File: config.mk
export PLATFORM = sky130hd
export DESIGN_NAME = bpred_btb
export DESIGN_NICKNAME = d
export VERILOG_FILES = /design/src/rtl/bpred_btb.sv
export SDC_FILE = /design/constraint.sdc
export NUM_CORES = 2
export LEC_CHECK = 0
export CAP_MARGIN = 20
export CORE_MARGIN = 1
export CORE_UTILIZATION = 52
export DETAILED_ROUTE_END_ITERATION = 10
export PLACE_DENSITY = 0.65
export SLEW_MARGIN = 10
export SYNTH_ARGS = -nofsm -noshare
export SYNTH_HDL_FRONTEND = slang
export SYNTH_SLANG_ARGS = --single-unit
File: constraint.sdc
create_clock -name clk -period 15.5 [get_ports clk]
set_input_delay 3.1 -clock clk [delete_from_list [all_inputs] [get_ports clk]]
set_output_delay 3.1 -clock clk [all_outputs]
set_load 0.005 [all_outputs]
File: src/rtl/bpred_btb.sv
// Branch predictor: direct-mapped tagged BTB with a per-entry saturating
// direction counter. Fetch-side lookup has zero latency. Execute-side
// resolution trains the table, flags mispredicts and counts events.
//
// Ports:
//   clk, reset_n                 clock (rising edge), async active-low reset
//   if_pc                        fetch PC to look up
//   pred_taken, pred_target      combinational prediction for if_pc
//   ex_valid, ex_pc, ex_is_*     execute-stage instruction and its kind
//   ex_taken, ex_target          resolved direction and next PC
//   ex_pred_taken/_target        prediction carried with the instruction
//   flush_all                    invalidate every entry on the next edge
//   mispredict                   combinational redirect request at execute
//   branch_cnt, mispred_cnt      saturating performance counters
module bpred_btb #(
  parameter int unsigned ENTRIES   = 64,
  parameter int unsigned CNT_BITS  = 2,
  parameter int unsigned PERF_BITS = 32
) (
  input  logic                 clk,
  input  logic                 reset_n,
  input  logic [31:0]          if_pc,
  output logic                 pred_taken,
  output logic [31:0]          pred_target,
  input  logic                 ex_valid,
  input  logic [31:0]          ex_pc,
  input  logic                 ex_is_branch,
  input  logic                 ex_is_jump,
  input  logic                 ex_is_jumpr,
  input  logic                 ex_taken,
  input  logic [31:0]          ex_target,
  input  logic                 ex_pred_taken,
  input  logic [31:0]          ex_pred_target,
  input  logic                 flush_all,
  output logic                 mispredict,
  output logic [PERF_BITS-1:0] branch_cnt,
  output logic [PERF_BITS-1:0] mispred_cnt
);

  localparam int unsigned IDX   = $clog2(ENTRIES);
  localparam int unsigned TAG_W = 30 - IDX;
  localparam logic [CNT_BITS-1:0] CNT_MAX = '1;
  localparam logic [CNT_BITS-1:0] CNT_WT  = CNT_BITS'(1) << (CNT_BITS - 1);
  localparam logic [CNT_BITS-1:0] CNT_WNT = CNT_WT - CNT_BITS'(1);
  localparam logic [PERF_BITS-1:0] PERF_MAX = '1;

  logic                valid_q  [ENTRIES];
  logic [TAG_W-1:0]    tag_q    [ENTRIES];
  logic [31:0]         target_q [ENTRIES];
  logic                uncond_q [ENTRIES];
  logic [CNT_BITS-1:0] cnt_q    [ENTRIES];

  logic [IDX-1:0]   if_idx;
  logic [TAG_W-1:0] if_tag;
  logic             if_hit;
  logic [IDX-1:0]   ex_idx;
  logic [TAG_W-1:0] ex_tag;
  logic             ex_hit;
  logic             res;
  logic             ex_uncond;
  logic             unused_pc_lsbs;

  // pc[1:0] carry no information for 4-byte aligned instructions
  assign unused_pc_lsbs = ^{if_pc[1:0], ex_pc[1:0]};

  // Fetch lookup: reads pre-update contents, no bypass from execute
  assign if_idx      = if_pc[IDX+1:2];
  assign if_tag      = if_pc[31:IDX+2];
  assign if_hit      = valid_q[if_idx] && (tag_q[if_idx] == if_tag);
  assign pred_taken  = if_hit && (uncond_q[if_idx] || cnt_q[if_idx][CNT_BITS-1]);
  assign pred_target = pred_taken ? target_q[if_idx] : if_pc + 32'd4;

  // Execute resolution
  assign ex_idx     = ex_pc[IDX+1:2];
  assign ex_tag     = ex_pc[31:IDX+2];
  assign ex_hit     = valid_q[ex_idx] && (tag_q[ex_idx] == ex_tag);
  assign res        = ex_valid && (ex_is_branch || ex_is_jump || ex_is_jumpr);
  assign ex_uncond  = ex_is_jumpr || ex_is_jump;
  assign mispredict = res && ((ex_taken != ex_pred_taken) ||
                              (ex_taken && (ex_target != ex_pred_target)));

  // Valid bits and direction counters; flush wins over a same-cycle update
  always_ff @(posedge clk or negedge reset_n) begin
    if (!reset_n) begin
      for (int i = 0; i < ENTRIES; i++) begin
        valid_q[i] <= 1'b0;
        cnt_q[i]   <= CNT_WNT;
      end
    end else if (flush_all) begin
      for (int i = 0; i < ENTRIES; i++) begin
        valid_q[i] <= 1'b0;
      end
    end else if (res) begin
      if (ex_hit) begin
        if (ex_taken) begin
          if (cnt_q[ex_idx] != CNT_MAX) cnt_q[ex_idx] <= cnt_q[ex_idx] + CNT_BITS'(1);
        end else begin
          if (cnt_q[ex_idx] != '0) cnt_q[ex_idx] <= cnt_q[ex_idx] - CNT_BITS'(1);
        end
      end else if (ex_taken) begin
        valid_q[ex_idx] <= 1'b1;
        cnt_q[ex_idx]   <= CNT_WT;
      end
    end
  end

  // Entry payload: only meaningful while valid, so it carries no reset
  always_ff @(posedge clk) begin
    if (res && ex_taken && !flush_all) begin
      tag_q[ex_idx]    <= ex_tag;
      target_q[ex_idx] <= ex_target;
      uncond_q[ex_idx] <= ex_uncond;
    end
  end

  // Saturating performance counters
  always_ff @(posedge clk or negedge reset_n) begin
    if (!reset_n) begin
      branch_cnt  <= '0;
      mispred_cnt <= '0;
    end else begin
      if (res && (branch_cnt != PERF_MAX)) branch_cnt <= branch_cnt + PERF_BITS'(1);
      if (mispredict && (mispred_cnt != PERF_MAX)) mispred_cnt <= mispred_cnt + PERF_BITS'(1);
    end
  end

endmodule
==> flow_summary.json <==
{
  "clkTransAtPathRegs_ns": 0.06,
  "synth_edf_count": 3648,
  "rsz0062_at_grt": "no",
  "ff2ff_setup_slack_ns": 9.60,
  "crit_chain": "buf_16, buf_12, mux4_2, mux4_2, nor2b_1, a211oi_1, a21oi_1, buf_4, xor2_1, nor4_1, nand4_1, nor4_4, buf_4, mux2_2, clkdlybuf4s50_1",
  "maxSlewHeadroom_pct": 9.894,
  "viasPerCell": 7.297,
  "ys_warn_count": 0,
  "crit_family": "buffers and inverters",
  "critPathMaxFanout": 92,
  "async_reset_ff_share_pct": 6.557,
  "first_global_vias": 95006,
  "drtPass1Iterations": 8,
  "area.growth.synth_to_final_pct": 12.65,
  "port_buffers": 232,
  "die_area_um2": 323700,
  "cts-root-buf": "clkbuf_16",
  "worst-slew-pin-transition_ns": 1.341,
  "min_path_type": "reg -> reg",
  "io_pins": 235,
  "cts_sinks": 3904,
  "globalRouteTotalUtil_pct": 34.94,
  "die_y_um": 568.9,
  "cp-start-kind": "primary input",
  "cts_tree": "done",
  "drc_errors": 0,
  "netlist_top_cells_area": "edfxtp_1 (66%), mux4_2 (18%), dfrtp_1 (2.9%)",
  "timing.fmax_mhz": 81.19,
  "drive_gt1_share_pct": 29.97,
  "finalCriticalPeriod_ns": 12.32,
  "cts_buffer_depth": 4,
  "grt-ovfl-total": 0,
  "p_switching_mw": 5.199,
  "yosysSeqAreaShare_pct": 69.43,
  "post_cts_buffers": 0,
  "pwr-share-seq_pct": 50.6,
  "total_power_mw": 22.94,
  "clock_power_share_pct": 42.6,
  "ys_ff_latch": 3904,
  "nNetsFinal": 8744,
  "post-dp-hpwl_mm": 309.2,
  "place.gp.congestion": 0.9151,
  "netSwitchingFraction_pct": 22.66,
  "ctsHoldBuffers": 0,
  "drtAntennaViolNets": 0,
  "power.density_nw_per_um2": 121.9,
  "p_leak_nw": 60.07,
  "grt_pass1_wl_mm": 776.2,
  "finalSetupTns_ns": 0,
  "coreArea_um2": 318800,
  "required_ns": 12.40,
  "end_kind": "output port",
  "drtIter0Drc": 17214,
  "ir_drop_mv": 0.1095,
  "netlist_instances": 8274,
  "synthFlopType": "edfxtp_1",
  "clock_latency_ns": 1.00,
  "fin_crit_sh_pct": 79.47,
  "synthDominantCellAreaShare_pct": 65.55,
  "slew_violations": 0,
  "htreeDepth": 5,
  "ctsResizeCount": 0,
  "critical_path_class": "in -> out",
  "synth_top_cell_by_area": "edfxtp_1",
  "num_vias": 96706,
  "finalHoldViolations": 0,
  "skew_ns": 0.08928,
  "rows": 207,
  "synth_nets": 8416,
  "wire_per_inst_um": 42.91,
  "antenna_found_initial": 39,
  "crit_path_max_incr_delay_ns": 0.66,
  "fin_util_pct": 59.05,
  "dp.cells": 12470,
  "critPathSlowestCell": "buf_12",
  "start_util_pct": 52.42,
  "cp.arrival_ns": 9.22,
  "setup_viol": 0,
  "grt_max_degree": 153,
  "status": "finished, final reports clean",
  "p_comb_share_pct": 6.8,
  "cp_num_buf_inv": 5,
  "synth_area_um2": 167100,
  "instances_no_fill": 13253,
  "die_x_um": 568.9,
  "syn_area_per_cell_um2": 20.20,
  "cts_buffers": 403,
  "ys_types": 86,
  "p_int_mw": 17.75,
  "wirelength_mm": 568.7,
  "timing.max_cap.violations": 0
}
## worst reg2reg max path, stage by stage, from the launching register on
cell       delay, ns
dfrtp_1         0.39
mux2i_1         0.09
a221oi_1        0.29
a21oi_1         0.08
o21ai_0         0.36
o2111ai_1       0.16
nor3_1          1.09
nand4_1         0.51
or3_1           0.55
nor2_4          0.68
buf_4           0.84
a32oi_2         0.34
mux2_1          0.38
## cell type report
type	instances	area, um^2
antenna	30	75.07
clock buffer	483	10550
clock inverter	259	2603
fill	22785	130600
inverter	18	71.32
multi-input combinational	3719	48610
sequential	3904	116000
tap	4284	5360
timing repair buffer	556	4969
## cell usage after synthesis (44+ instances only)
library cell	instances
edfxtp_1	3648
mux4_2	1329
clkbuf_1	304
mux2i_1	239
buf_2	199
dfrtp_1	192
nor2_1	184
nand2_1	142
nor3_1	129
a22oi_1	128
a221oi_1	125
mux2_1	124
mux2_2	120
o21ai_0	109
o22ai_1	100
xnor2_1	94
a21oi_1	84
xor2_1	75
and3_1	74
buf_1	64
dfstp_2	64
nand3_1	63
a32oi_2	50
nand4_1	50
a41oi_1	44
## registers in the layout, indices dropped and copies added (netlist names)
register and flops:
valid_q 64, uncond_q 64, cnt_q 128, mispred_cnt 32, tag_q 1536, branch_cnt 32, target_q 2048
## cell usage in the layout (no fill, tap or decap), types with 30 or more instances in the layout
cell,count
a211oi_1,36
a21oi_1,84
a221oi_1,125
a22oi_1,128
a32oi_2,50
a41oi_1,44
and3_1,73
buf_12,34
buf_2,59
buf_4,288
bufinv_16,43
clkbuf_1,69
clkbuf_16,408
clkdlybuf4s50_1,161
clkinv_1,96
clkinv_2,73
dfrtp_1,192
dfstp_2,64
diode_2,30
edfxtp_1,3648
mux2_1,124
mux2_2,120
mux2i_1,239
mux4_2,1329
nand2_1,140
nand3_1,61
nand4_1,50
nor2_1,146
nor2_4,38
nor3_1,94
nor3_2,35
o211ai_1,36
o21ai_0,109
o22ai_1,100
xnor2_1,94
xor2_1,75
## per-layer routing
layer / global-route usage, % / part of all wire (%)
met5: 0 / 0.018
met4: 19.01 / 6.4
met3: 9.036 / 13
met2: 52.45 / 45
met1: 47.09 / 36
## kinds of logic (layout without fill, tap and decap cells)
logic type / count (synthesis) / in the layout / synth area share (%)
AND/OR/NAND/NOR: 814 / 814 / 2.512
other: 0 / 30 / 0
XOR/XNOR: 169 / 169 / 0.8857
flip-flops: 3904 / 3904 / 69.43
buffers and inverters: 651 / 1316 / 1.831
AO/OA/AOI/OAI: 919 / 919 / 4.318
adder cells (fa/ha/maj): 5 / 5 / 0.03743
multiplexers: 1812 / 1812 / 20.99
## final timing paths
check                                from             end  cells past startpoint
max in group asynchronous         reset_n     valid_q[25]                      2
min in group asynchronous         reset_n  branch_cnt[15]                      1
min reg2reg                mispred_cnt[8]  mispred_cnt[8]                      1
max                              if_pc[2]  pred_target[1]                     15
max reg2reg                   valid_q[26]       cnt_q[83]                     12
min                        mispred_cnt[8]  mispred_cnt[8]                      1
## power groups by stage
stage | logic, mW | registers [mW] | clock network [mW]
finish | 1.56 | 11.6 | 9.77
global route | 1.60 | 11.6 | 10.2
CTS | 1.53 | 11.6 | 9.82
detailed placement | 1.52 | 11.8 | 0
global placement | 1.51 | 11.8 | 0
floorplan | 0.848 | 11.8 | 0
## through the flow
stage / hold WS [ns] / worst slack [ns] / cell area (um^2)
2_1_floorplan: 0.4693 / 5.557 / 167100
3_3_place_gp: 0.4762 / 3.173 / 174800
3_5_place_dp: 0.4829 / 3.226 / 174800
4_1_cts: 0.4966 / 3.188 / 188000
5_1_grt: 0.5121 / 3.027 / 188200
6_report: 0.4930 / 3.183 / 188300
No activity file was read; power rests on OpenSTA's default activity.
